<file path="config.mk">
export PLATFORM = sky130hd
export DESIGN_NAME = mc_control_unit
export DESIGN_NICKNAME = d
export VERILOG_FILES = /design/src/rtl/riscv_mc_pkg.sv /design/src/rtl/mc_alu_decoder.sv /design/src/rtl/mc_control_unit.sv
export SDC_FILE = /design/constraint.sdc
export NUM_CORES = 1
export LEC_CHECK = 0
export ABC_AREA = 1
export CAP_MARGIN = 25
export CELL_PAD_IN_SITES_DETAIL_PLACEMENT = 0
export CELL_PAD_IN_SITES_GLOBAL_PLACEMENT = 1
export CORE_MARGIN = 3
export CORE_UTILIZATION = 25
export CTS_BUF_LIST = sky130_fd_sc_hd__clkbuf_4 sky130_fd_sc_hd__clkbuf_8
export CTS_CLUSTER_SIZE = 40
export DETAILED_ROUTE_END_ITERATION = 8
export PLACE_DENSITY = 0.85
export SLEW_MARGIN = 40
export SYNTH_ARGS = -nofsm -noshare
export SYNTH_HDL_FRONTEND = slang
export SYNTH_SLANG_ARGS = --single-unit
</file>
<file path="constraint.sdc">
create_clock -name clk -period 2.8 [get_ports clk]
set_input_delay 0.56 -clock clk [delete_from_list [all_inputs] [get_ports clk]]
set_output_delay 0.56 -clock clk [all_outputs]
set_load 0.05 [all_outputs]
</file>
<file path="src/rtl/riscv_mc_pkg.sv">
// rtl/riscv_mc_pkg.sv - shared constants for the multicycle RISC-V controller
//
// Opcode constants, FSM state encodings, ALU control codes, ALU-op classes
// and immediate-type codes used by mc_control_unit and mc_alu_decoder.
package riscv_mc_pkg;

    localparam logic [6:0] OP_LW  = 7'b0000011;
    localparam logic [6:0] OP_SW  = 7'b0100011;
    localparam logic [6:0] OP_R   = 7'b0110011;
    localparam logic [6:0] OP_I   = 7'b0010011;
    localparam logic [6:0] OP_B   = 7'b1100011;
    localparam logic [6:0] OP_JAL = 7'b1101111;

    typedef enum logic [3:0] {
        S_FETCH  = 4'd0,
        S_DECODE = 4'd1,
        S_MEMADR = 4'd2,
        S_MEMRD  = 4'd3,
        S_MEMWB  = 4'd4,
        S_MEMWR  = 4'd5,
        S_EXECR  = 4'd6,
        S_EXECI  = 4'd7,
        S_ALUWB  = 4'd8,
        S_BRANCH = 4'd9,
        S_JAL    = 4'd10,
        S_TRAP   = 4'd11
    } state_t;

    localparam logic [2:0] ALU_ADD = 3'b000;
    localparam logic [2:0] ALU_SUB = 3'b001;
    localparam logic [2:0] ALU_AND = 3'b010;
    localparam logic [2:0] ALU_OR  = 3'b011;
    localparam logic [2:0] ALU_SLT = 3'b101;

    // Operation class handed from the FSM to the ALU decoder
    typedef enum logic [1:0] {
        ALUOP_ADD   = 2'b00,
        ALUOP_SUB   = 2'b01,
        ALUOP_FUNCT = 2'b10
    } aluop_t;

    localparam logic [1:0] IMM_I = 2'b00;
    localparam logic [1:0] IMM_S = 2'b01;
    localparam logic [1:0] IMM_B = 2'b10;
    localparam logic [1:0] IMM_J = 2'b11;

    // Immediate format implied by the opcode; unknown opcodes fall back to I
    function automatic logic [1:0] imm_type(input logic [6:0] op);
        case (op)
            OP_SW:   return IMM_S;
            OP_B:    return IMM_B;
            OP_JAL:  return IMM_J;
            default: return IMM_I;
        endcase
    endfunction

endpackage

</file>
<file path="src/rtl/mc_alu_decoder.sv">
// rtl/mc_alu_decoder.sv - maps ALU-op class and funct fields to alucontrol
//
// Ports:
//   aluop_i      operation class from the FSM (add / sub / funct-decoded)
//   funct3_i     instr[14:12]
//   funct7b5_i   instr[30]
//   op5_i        instr[5], distinguishes R-type from I-type
//   alucontrol_o ALU operation code
module mc_alu_decoder
    import riscv_mc_pkg::*;
(
    input  aluop_t      aluop_i,
    input  logic [2:0]  funct3_i,
    input  logic        funct7b5_i,
    input  logic        op5_i,
    output logic [2:0]  alucontrol_o
);

    always_comb begin
        alucontrol_o = ALU_ADD;
        case (aluop_i)
            ALUOP_SUB: alucontrol_o = ALU_SUB;
            ALUOP_FUNCT: begin
                case (funct3_i)
                    // instr[30] is only a sub selector for R-type; for addi it
                    // is an immediate bit, hence the op5 qualifier
                    3'b000:  alucontrol_o = (funct7b5_i && op5_i) ? ALU_SUB : ALU_ADD;
                    3'b010:  alucontrol_o = ALU_SLT;
                    3'b110:  alucontrol_o = ALU_OR;
                    3'b111:  alucontrol_o = ALU_AND;
                    default: alucontrol_o = ALU_ADD;
                endcase
            end
            default: alucontrol_o = ALU_ADD;
        endcase
    end

endmodule

</file>
<file path="src/rtl/mc_control_unit.sv">
// rtl/mc_control_unit.sv - multicycle RISC-V controller FSM
//
// Sequences fetch/decode/execute/writeback over a shared datapath with one
// memory port, stalling on mem_ready. Outputs are decoded from the state;
// irwrite/pcwrite in fetch are qualified by mem_ready, pcwrite in branch by
// zero, and immsrc follows op in every state.
// Ports: clk, rst_n (async active-low); op, funct3, funct7b5, zero, mem_ready
// in; mem_req, memwrite, irwrite, pcwrite, regwrite, adrsrc, alusrca,
// alusrcb, resultsrc, immsrc, alucontrol out.
// Optional: MC_ILLEGAL_TRAP_EN adds illegal_instr and a sticky S_TRAP state.
module mc_control_unit
    import riscv_mc_pkg::*;
#(
    parameter logic [3:0] RESET_STATE = 4'd0
) (
    input  logic        clk,
    input  logic        rst_n,
    input  logic [6:0]  op,
    input  logic [2:0]  funct3,
    input  logic        funct7b5,
    input  logic        zero,
    input  logic        mem_ready,
    output logic        mem_req,
    output logic        memwrite,
    output logic        irwrite,
    output logic        pcwrite,
    output logic        regwrite,
    output logic        adrsrc,
    output logic [1:0]  alusrca,
    output logic [1:0]  alusrcb,
    output logic [1:0]  resultsrc,
    output logic [1:0]  immsrc,
`ifdef MC_ILLEGAL_TRAP_EN
    output logic        illegal_instr,
`endif
    output logic [2:0]  alucontrol
);

    state_t state_q, state_d;
    aluop_t aluop;
    logic   mem_req_s, memwrite_s, irwrite_s, pcwrite_s, regwrite_s;

    always_ff @(posedge clk or negedge rst_n) begin
        if (!rst_n) state_q <= state_t'(RESET_STATE);
        else        state_q <= state_d;
    end

    always_comb begin
        state_d = state_q;
        case (state_q)
            S_FETCH:  if (mem_ready) state_d = S_DECODE;
            S_DECODE: begin
                case (op)
                    OP_LW, OP_SW: state_d = S_MEMADR;
                    OP_R:         state_d = S_EXECR;
                    OP_I:         state_d = S_EXECI;
                    OP_B:         state_d = S_BRANCH;
                    OP_JAL:       state_d = S_JAL;
`ifdef MC_ILLEGAL_TRAP_EN
                    default:      state_d = S_TRAP;
`else
                    default:      state_d = S_FETCH;
`endif
                endcase
            end
            S_MEMADR: state_d = (op == OP_SW) ? S_MEMWR : S_MEMRD;
            S_MEMRD:  if (mem_ready) state_d = S_MEMWB;
            S_MEMWR:  if (mem_ready) state_d = S_FETCH;
            S_EXECR,
            S_EXECI,
            S_JAL:    state_d = S_ALUWB;
`ifdef MC_ILLEGAL_TRAP_EN
            S_TRAP:   state_d = S_TRAP;
`endif
            default:  state_d = S_FETCH;
        endcase
    end

    always_comb begin
        mem_req_s  = 1'b0;
        memwrite_s = 1'b0;
        irwrite_s  = 1'b0;
        pcwrite_s  = 1'b0;
        regwrite_s = 1'b0;
        adrsrc     = 1'b0;
        alusrca    = 2'b00;
        alusrcb    = 2'b00;
        resultsrc  = 2'b00;
        aluop      = ALUOP_ADD;
        case (state_q)
            S_FETCH: begin
                mem_req_s = 1'b1;
                irwrite_s = mem_ready;
                pcwrite_s = mem_ready;
                alusrcb   = 2'b10;
                resultsrc = 2'b10;
            end
            S_DECODE: begin
                alusrca = 2'b01;
                alusrcb = 2'b01;
            end
            S_MEMADR: begin
                alusrca = 2'b10;
                alusrcb = 2'b01;
            end
            S_MEMRD: begin
                mem_req_s = 1'b1;
                adrsrc    = 1'b1;
            end
            S_MEMWB: begin
                resultsrc  = 2'b01;
                regwrite_s = 1'b1;
            end
            S_MEMWR: begin
                mem_req_s  = 1'b1;
                memwrite_s = 1'b1;
                adrsrc     = 1'b1;
            end
            S_EXECR: begin
                alusrca = 2'b10;
                aluop   = ALUOP_FUNCT;
            end
            S_EXECI: begin
                alusrca = 2'b10;
                alusrcb = 2'b01;
                aluop   = ALUOP_FUNCT;
            end
            S_ALUWB:  regwrite_s = 1'b1;
            S_BRANCH: begin
                alusrca = 2'b10;
                aluop   = ALUOP_SUB;
                case (funct3)
                    3'b000:  pcwrite_s = zero;
                    3'b001:  pcwrite_s = ~zero;
                    default: pcwrite_s = 1'b0;
                endcase
            end
            S_JAL: begin
                alusrca   = 2'b01;
                alusrcb   = 2'b10;
                pcwrite_s = 1'b1;
            end
            default: ;
        endcase
    end

    // Reset drops the state to fetch asynchronously, but fetch itself would
    // request memory; force every strobe low for the duration of reset.
    assign mem_req  = mem_req_s  & rst_n;
    assign memwrite = memwrite_s & rst_n;
    assign irwrite  = irwrite_s  & rst_n;
    assign pcwrite  = pcwrite_s  & rst_n;
    assign regwrite = regwrite_s & rst_n;
    assign immsrc   = imm_type(op);

`ifdef MC_ILLEGAL_TRAP_EN
    assign illegal_instr = (state_q == S_TRAP) & rst_n;
`endif

    mc_alu_decoder u_alu_decoder (
        .aluop_i      (aluop),
        .funct3_i     (funct3),
        .funct7b5_i   (funct7b5),
        .op5_i        (op[5]),
        .alucontrol_o (alucontrol)
    );

endmodule
</file>
==> flow_summary.yaml, run 1 <==
outcome:
  status: "completed"
global_route:
  track_usage: 0.131
  antenna_found_initial: 0
  grt_pass1_wl_um: 2790
  overflow: 0
  grt_pass1_vias: 718
  grt_start_max_net_pins: 7
finish:
  final_cells: 166
  largest_register: "state_q"
  n_antenna_cell: 0
  multiInputGateArea_um2: 370
  largest_register_ffs: 4
  reg_top3: "state_q: 4 flops"
  regArea_um2: 100
  layout-drive-gt1-share: 0.129
  final_nets: 158
  area_delta_synth_final_pct: 80.4
  nFillCells: 231
  post-route-cell-area_um2: 1000
critical_path:
  rrSetupSlack_ns: 1.53
  cp_cell_sequence: "inv_2, nand2_1, nor2_2, inv_1, o311ai_1, clkdlybuf4s50_1"
  endpoint: "alusrcb[0]"
  end_kind: "output port"
  r2r-start: "state_q[1]"
  reg2reg_depth: 8
  worst-path-max-fanout: 6
  path_buf_inv: 3
  crit_type: "flip-flop to output port"
  cp.arrival_ns: 2.09
  startpoint: "state_q[1]"
  cp_data_required_time_ns: 2.24
  cp_slowest_cell: "clkdlybuf4s50_1"
  cp-start-kind: "flip-flop"
  max_stage_delay_ns: 0.85
  crit_cells: 6
  worst_r2r_endpoint: "state_q[0]"
  cp_top_family: "buffers and inverters"
pwr:
  power_density_nw_per_um2: 773
  report.power.total_mw: 0.775
  p_int_mw: 0.322
  switching_share: 0.585
  leakagePower_nw: 0.523
  p_sw_mw: 0.453
  clkPwrFrac: 0.096
  combinationalPowerShare: 0.778
  seqPwrFrac: 0.126
  max-vdd-ir-drop_mv: 0.393
drt:
  drc: 0
  drtIter0Drc: 14
  routed_wl_um: 1720
  route.antenna.remaining_nets: 0
  via_count: 763
  wl_per_cell_um: 10.4
  avgViaCountPerCell: 4.60
  drtPass1Iterations: 4
floorplanning:
  start_util: 0.272
  core_um2: 2040
  die_y_um: 53.1
  num_io_pins: 32
  die_width_um: 53.1
  die_area_um2: 2820
  rows: 16
timing:
  tns_ns: 0
  rsz0062_at_grt: "false"
  fin_crit_sh: 0.946
  worst_slack_ns: 0.153
  tightest_slew_ns: 0.503
  fin_crit_ns: 2.65
  setup_viol_count_final: 0
  finalHoldViolCount: 0
  fmax_mhz: 378
  slew-limit-headroom: 0.664
  fin_skew_ns: 0.00301
  drv_slew: 0
clock_network:
  clock-sinks: 4
  tritoncts: "done"
  clk_latency_ns: 0.24
  post_cts_buffers: 0
  numCtsBuffers: 3
  clock_path_buffers: 2
  cts_hold_buf: 0
  clkTransAtPathRegs_ns: 0.04
  cts_resized: 0
  clockRootBuffer: "clkbuf_4"
  htreeDepth: 1
placed_design:
  dp_slack_ns: 0.407
  routabilityCongestion: 0.727
  placed_cell_area_um2: 980
  placed_cells_incl_taps: 163
  port_buffers: 31
  hpwl_um: 1470
synthesis:
  avgSynthCellArea_um2: 5.29
  ys_seq_elements: 4
  syn_inst: 105
  netlist_area_um2: 556
  yosysWarnings: 0
  seq_area_frac_synth: 0.180
  syn_nets: 122
  synth_cell_types: 15
job:
  max_cap_violations: 0
min_path:
  min_path_type: "input pin to async pin"
-- power groups by stage --
stage	clock network [mW]	registers, mW	logic [mW]
2_1_floorplan	0	0.0937	0.404
3_3_place_gp	0	0.0961	0.600
3_5_place_dp	0	0.0974	0.604
4_1_cts	0.0740	0.0968	0.609
5_1_grt	0.0742	0.101	0.646
6_report	0.0743	0.0975	0.603
-- worst register-to-register path: cells and delay by family (launching register included) --
kind	cells	cell delay, ns
simple gates	6	0.50
buf+inv	2	0.23
flops	1	0.44
-- per-layer routing --
layer,vias to the layer above,GRT usage,part of all wire
met3,2,0.0141,0.071
met2,23,0.256,0.52
li1,403,-,-
met1,335,0.145,0.40
met4,0,0.0383,0.0058
met5,-,0,0
-- through the flow --
step                      hold slack, ns  utilization
after floorplan                    0.264            -
after detailed placement           0.613        0.480
after CTS                          0.563        0.491
after global placement             0.614        0.480
final                              0.559        0.491
after global routing               0.576        0.491
-- layout by cell type, fill, tap and decap left out, drive strengths merged --
master,synthesis,routed
a31oi,1,1
a21oi,1,1
clkdlybuf4s50,0,21
o311ai,1,1
nor2,14,14
nor3,6,6
ha,2,2
clkbuf,0,3
nand3,17,17
dfrtp,4,4
o21ai,3,3
nand4,2,2
inv,24,24
buf,0,10
nand2,30,30
-- cell families after synthesis --
group | after synthesis | share of synthesized area
buffers and inverters | 24 | 0.162
AOI/OAI and AO/OA | 6 | 0.0631
adders and majority gates | 2 | 0.0450
and+or+nand+nor | 69 | 0.550
DFF | 4 | 0.180
-- cell type report --
cell class / instances / share of cell area
clock buffer: 3 / 0.0225
inverter: 24 / 0.0899
multi-input combinational: 77 / 0.370
sequential: 4 / 0.0999
tap: 27 / 0.0337
timing repair buffer: 31 / 0.385
-- synth_stat cells --
master	number	area, µm²
a21oi_1	1	5.00
a31oi_1	1	6.26
dfrtp_1	4	100
ha_1	2	25.0
inv_1	23	86.3
inv_2	1	3.75
nand2_1	30	113
nand3_1	15	75.1
nand3_2	2	20.0
nand4_1	2	12.5
nor2_1	13	48.8
nor2_2	1	6.26
nor3_1	6	30.0
o21ai_0	3	15.0
o311ai_0	1	8.76
-- worst min path at each step --
| stage | slack (ns) | end | cells after the start |
|---|---|---|---|
| final | 0.56 | state_q[3] | 1 |
| after global routing | 0.58 | state_q[3] | 1 |
| after CTS | 0.56 | state_q[3] | 1 |
| after detailed placement | 0.61 | state_q[2] | 2 |
| after global placement | 0.61 | state_q[2] | 2 |
| after floorplan | 0.26 | state_q[0] | 0 |
Note: power is estimated with default switching activity, not from simulation.
==> run 2: changes to the inputs <==
Settings changed: GPL_ROUTABILITY_DRIVEN set to 0.
==> results of run 2 <==
Same layout as run 1: the final DEF is identical, and so are final timing and power.
